**src/rtl/timer_bcd_n.sv**
```systemverilog
// BCD stopwatch/countdown core: per-digit modulus chain with presets, lap hold and done pulse.
// Latency: input edges act two mclk edges after first sampling; there is no backpressure, and every edge is consumed or dropped.
module timer_bcd_n #(
    parameter int                  DIGITS    = 6,
    parameter logic [4*DIGITS-1:0] DIGIT_MAX = 24'h595999,
    localparam int                 SEL_W     = (DIGITS > 1) ? $clog2(DIGITS) : 1
) (
    input  logic                  mclk,
    input  logic                  rst_n,
    input  logic                  tick,
    input  logic                  dir,
    input  logic                  start_stop,
    input  logic                  clear,
    input  logic                  lap,
    input  logic [SEL_W-1:0]      sel,
    input  logic                  inc,
    input  logic                  dec,
    output logic [4*DIGITS-1:0]   count,
    output logic [4*DIGITS-1:0]   disp,
    output logic                  running,
    output logic                  done,
    output logic                  lap_active
);

    localparam int CW = 4 * DIGITS;
    localparam int E_TICK = 0;
    localparam int E_SS   = 1;
    localparam int E_CLR  = 2;
    localparam int E_LAP  = 3;
    localparam int E_INC  = 4;
    localparam int E_DEC  = 5;

    typedef enum logic {ST_STOP, ST_RUN} state_t;

    state_t        state, state_nxt;
    logic [5:0]    raw, s1, s2, s3, edges;
    logic          dir_s1, dir_s2;
    logic [CW-1:0] term, step_val, edit_val, count_nxt, disp_nxt;
    logic          lap_nxt, done_nxt;

    assign raw     = {dec, inc, lap, clear, start_stop, tick};
    assign edges   = s2 & ~s3;
    assign term    = dir_s2 ? DIGIT_MAX : '0;
    assign running = (state == ST_RUN);

    // Conditioning flops reset high so a level already asserted at release is not an edge.
    always_ff @(posedge mclk) begin
        if (!rst_n) begin
            s1     <= '1;
            s2     <= '1;
            s3     <= '1;
            dir_s1 <= 1'b0;
            dir_s2 <= 1'b0;
        end else begin
            s1     <= raw;
            s2     <= s1;
            s3     <= s2;
            dir_s1 <= dir;
            dir_s2 <= dir_s1;
        end
    end

    // One tick step: carry (up) or borrow (down) ripples while lower digits wrap.
    always_comb begin
        logic       chain;
        logic [3:0] d, m;
        step_val = count;
        chain    = 1'b1;
        d        = 4'd0;
        m        = 4'd0;
        for (int i = 0; i < DIGITS; i++) begin
            d = count[4*i +: 4];
            m = DIGIT_MAX[4*i +: 4];
            if (chain) begin
                if (dir_s2) begin
                    if (d >= m) begin
                        step_val[4*i +: 4] = 4'd0;
                    end else begin
                        step_val[4*i +: 4] = d + 4'd1;
                        chain              = 1'b0;
                    end
                end else begin
                    if (d == 4'd0) begin
                        step_val[4*i +: 4] = m;
                    end else begin
                        step_val[4*i +: 4] = d - 4'd1;
                        chain              = 1'b0;
                    end
                end
            end
        end
    end

    // Single-digit preset edit; out-of-range sel matches no digit.
    always_comb begin
        logic [3:0] d, m;
        edit_val = count;
        d        = 4'd0;
        m        = 4'd0;
        for (int i = 0; i < DIGITS; i++) begin
            d = count[4*i +: 4];
            m = DIGIT_MAX[4*i +: 4];
            if (int'(sel) == i) begin
                if (edges[E_INC]) edit_val[4*i +: 4] = (d >= m) ? 4'd0 : d + 4'd1;
                else              edit_val[4*i +: 4] = (d == 4'd0) ? m : d - 4'd1;
            end
        end
    end

    always_comb begin
        state_nxt = state;
        count_nxt = count;
        done_nxt  = 1'b0;
        lap_nxt   = edges[E_LAP] ? ~lap_active : lap_active;
        disp_nxt  = disp;
        case (state)
            ST_STOP: begin
                if (edges[E_SS]) begin
                    if (count != term) state_nxt = ST_RUN;
                end else if (edges[E_CLR]) begin
                    count_nxt = '0;
                    lap_nxt   = 1'b0;
                end else if (edges[E_INC] || edges[E_DEC]) begin
                    count_nxt = edit_val;
                end
            end
            ST_RUN: begin
                if (edges[E_SS]) begin
                    state_nxt = ST_STOP;
                end else if (edges[E_TICK]) begin
                    // Already terminal happens when dir flips mid-run; stop without stepping.
                    if (count == term) begin
                        state_nxt = ST_STOP;
                        done_nxt  = 1'b1;
                    end else begin
                        count_nxt = step_val;
                        if (step_val == term) begin
                            state_nxt = ST_STOP;
                            done_nxt  = 1'b1;
                        end
                    end
                end
            end
            default: state_nxt = ST_STOP;
        endcase
        if (!lap_nxt)          disp_nxt = count_nxt;
        else if (!lap_active)  disp_nxt = count;
    end

    always_ff @(posedge mclk) begin
        if (!rst_n) begin
            state      <= ST_STOP;
            count      <= '0;
            disp       <= '0;
            done       <= 1'b0;
            lap_active <= 1'b0;
        end else begin
            state      <= state_nxt;
            count      <= count_nxt;
            disp       <= disp_nxt;
            done       <= done_nxt;
            lap_active <= lap_nxt;
        end
    end

endmodule
```
**config.mk**
```make
export PLATFORM = sky130hd
export DESIGN_NAME = timer_bcd_n
export DESIGN_NICKNAME = d
export VERILOG_FILES = /design/src/rtl/timer_bcd_n.sv
export SDC_FILE = /design/constraint.sdc
export NUM_CORES = 1
export LEC_CHECK = 0
export CAP_MARGIN = 5
export CORE_UTILIZATION = 31
export CTS_BUF_LIST = sky130_fd_sc_hd__clkbuf_8 sky130_fd_sc_hd__clkbuf_16
export DETAILED_ROUTE_END_ITERATION = 16
export PLACE_DENSITY_LB_ADDON = 0.1
export SLEW_MARGIN = 20
export SYNTH_ARGS = -nofsm -noshare
export SYNTH_HDL_FRONTEND = slang
export SYNTH_SLANG_ARGS = --single-unit
```
**constraint.sdc**
```tcl
create_clock -name mclk -period 5.1 [get_ports mclk]
set_clock_uncertainty 0.2 [all_clocks]
set_input_delay 0.765 -clock mclk [delete_from_list [all_inputs] [get_ports mclk]]
set_output_delay 0.765 -clock mclk [all_outputs]
set_load 0.03 [all_outputs]
```
==> metrics.md <==
| Metric | Value |
|---|---|
| Core area | `0.0174 mm2` |
| DP Area | `0.00639 mm2` |
| Synth Flop Type | `dfxtp_1` |
| Synth async-reset ratio | `0` |
| Pwr Density | `between 200 and 300 mW/mm2` |
| Worst-Margin Slew | `roughly 1.2 ns` |
| Mapped Area | `0.00558 mm2` |
| Gr ovfl total | `0` |
| Synth Register Bits | `71` |
| Reg2Reg Depth | `10` |
| Initial DRC Count | `541` |
| Largest net degree at the start of global routing | `37` |
| Kind of end point of the critical path | `flop` |
| Post-Route WL | `22400 um` |
| Avg WL per Cell | `roughly 23 um` |
| Critical path depth | `10` |
| Crit-path cells | `inv_1, ha_1, or3b_1, o22ai_2, and2_1, mux2_2, nor4_1, nor4bb_1, o211ai_2, a2111oi_2` |
| Final Cycle Share | `0.835` |
| Worst setup SP type | `flop` |
| Root buf cell | `clkbuf_16` |
| CP Data Required Time | `5.16 ns` |
| Worst Path Buf+Inv | `1` |
| Number of synthesized flops with an enable pin | `0` |
| Worst Setup Path Type | `reg -> reg` |
| Die Wd | `136 um` |
| RSZ-0062 raised after global routing | `no` |
| Syn Inst Count | `726` |
| Max-cap violations | `0` |
| CTS tree | `done` |
| YS warnings | `0` |
| Cts bufs inserted | `9` |
| Arrival @ worst endpoint | `4.31 ns` |
| Placer Congestion | `approximately 0.9` |
| Port buffer count | `62` |
| Antenna violations before repair | `0` |
| Mean Syn Cell Area | `7.69 um2` |
| Clock buffer depth | `2` |
| Worst-skew pair later-pin latency | `roughly 0.36 ns` |
| Die ar. | `0.0186 mm2` |
| Post-route ant nets | `0` |
| Share of cells above drive strength 1 | `0.0902` |
| Final setup violation count | `0` |
| Fin crit period | `4.26 ns` |
| Post-CTS Setup Bufs | `0` |
| Worst Path Max Fanout | `13` |
| Total number of H-tree levels | `3` |
| Initial core utilization | `0.321` |
| Slew HR | `0.197` |
| Site Rows | `48` |
| Crit-path slowest cell | `and2_1` |
| # hold bufs at CTS | `0` |
| Overall global routing resource usage | `0.249` |
| Pre-antenna DRT Iters | `5` |
| Max IR drop VDD | `0.000154 V` |
| DRC viols | `0` |
| Hold Path Class | `reg -> reg` |
| Area Growth Syn to Fin | `20.0%` |
| Post-synthesis sequential area ratio | `0.255` |
| Slowest stage delay, CP | `a little over 0.5 ns` |
| Final #Nets | `791` |
| CTS-repair resized insts | `0` |
| Number of global-route vias before repair | `roughly 5500` |
| Status | `complete, no violations` |
| Setup TNS | `0 ns` |
| Final Hold Viols | `0` |
| Clk slew on worst S/H paths | `0.07 ns` |
| Design Area, Final | `0.00670 mm2` |
| Post-synthesis cell type count | `82` |
| Die height | `136 um` |
| Max Fclk | `0.235 GHz` |
| Fin. max-slew vios | `0` |
| Clock Sinks | `71` |
| Cell family with most CP delay | `simple AND/OR/NAND/NOR gates` |
| Ant. Diodes | `0` |
| Mean number of vias per cell | `approximately 6.0` |
| Io pins | `63` |
| Filler Cell Count | `1842` |
| Leak Pwr | `0.00241 uW` |
| Total number of vias | `around 6000` |
| First-pass GRT wire length | `approximately 34000 um` |
| Hold path depth | `1` |
| Total nets after synthesis | `757` |
| Hpwl dp | `between 15000 and 20000 um` |
layout by cell type (no fill, tap or decap), types with 21 or more instances in the layout:
cell and instances:
and2_1 23, a21oi_1 38, nand2b_1 34, clkdlybuf4s50_1 62, nand2_1 54, nor2_1 57
a22oi_1 26, o21ai_0 56, inv_1 24, nor3_1 21, dfxtp_1 71
per-stage QoR:
| stage | worst slack [ns] | utilization | total power, uW | hold slack [ns] | cells |
|---|---|---|---|---|---|
| 6_report | 0.844 | 0.385 | 2010 | 0.206 | 990 |
| 2_1_floorplan | 1.43 | - | 1090 | 0.186 | 726 |
| 3_3_place_gp | 1.04 | 0.367 | 1320 | 0.190 | 974 |
| 4_1_cts | 0.919 | 0.385 | 2010 | 0.210 | 990 |
| 3_5_place_dp | 0.941 | 0.367 | 1320 | 0.193 | 974 |
| 5_1_grt | 0.621 | 0.385 | 2100 | 0.224 | 990 |
layer usage:
layer,GRT usage,vias to the layer above,share of wire
li1,-,2789,-
met1,0.338,2875,0.45
met2,0.379,270,0.44
met3,0.0447,55,0.062
met4,0.114,0,0.040
met5,0,-,0
cells in the mapped netlist, types with 8 or more instances:
| cell type | count | area share |
|---|---|---|
| and2_1 | 23 | 0.026 |
| ha_1 | 19 | 0.043 |
| nand2b_1 | 34 | 0.038 |
| nor2_1 | 58 | 0.039 |
| o31ai_1 | 8 | 0.011 |
| o211ai_1 | 10 | 0.013 |
| nor2b_1 | 9 | 0.010 |
| o21a_1 | 9 | 0.012 |
| mux2i_1 | 12 | 0.022 |
| inv_1 | 24 | 0.016 |
| a21oi_1 | 38 | 0.034 |
| nor3_1 | 22 | 0.020 |
| o21ai_0 | 56 | 0.050 |
| nor4_1 | 9 | 0.010 |
| clkbuf_1 | 44 | 0.030 |
| dfxtp_1 | 71 | 0.25 |
| a31oi_1 | 11 | 0.012 |
| nand2_1 | 54 | 0.036 |
| a22oi_1 | 26 | 0.035 |
| mux2_2 | 8 | 0.016 |
| nand3_1 | 19 | 0.017 |
worst paths after layout:
check,endpoint,from,slack [ns]
max,done,count[4],0.84
min,s2[2],s1[2],0.21
max reg2reg,done,count[4],0.84
min reg2reg,s2[2],s1[2],0.21
cells by family (layout without fill, tap and decap cells):
group | Yosys count | count (layout) | share of synthesized area
and+or+nand+nor | 279 | 279 | 0.279
DFF | 71 | 71 | 0.255
xor gates and xnor gates | 4 | 4 | 0.00627
buffers and inverters | 83 | 122 | 0.0614
muxes | 21 | 21 | 0.0403
AOI/OAI and AO/OA | 249 | 249 | 0.316
adders and majority gates | 19 | 19 | 0.0426
area by class of cell:
type | count | area (um2) | area share
clock buffers | 9 | 225 | 0.0336
clock inverters | 7 | 86.3 | 0.0129
inverters | 26 | 97.6 | 0.0146
multi-input cells | 572 | 3830 | 0.572
flip-flops and latches | 71 | 1420 | 0.212
well taps | 225 | 282 | 0.0420
repair buffers | 80 | 756 | 0.113
state kept, by name, summed over array words and instances (netlist names):
| name | flops |
|---|---|
| count | 24 |
| dir_s1 | 1 |
| dir_s2 | 1 |
| disp | 24 |
| done | 1 |
| lap_active | 1 |
| running | 1 |
| s1 | 6 |
| s2 | 6 |
| s3 | 6 |
power breakdown:
part / leakage [uW] / internal, uW / switching (uW)
clock: 0.000151 / 391 / 294
sequential: 0.000577 / 580 / 43.7
combinational: 0.00168 / 243 / 453
worst reg2reg max path, delay by kind of cell (launching register included):
kind            cells  cell delay [ns]
flops               1             0.45
mux                 1             0.42
fa+ha+maj           1             0.31
compound gates      3             0.77
simple gates        4             1.76
buf+inv             1             0.24
Note: power is estimated with default switching activity, not from simulation.
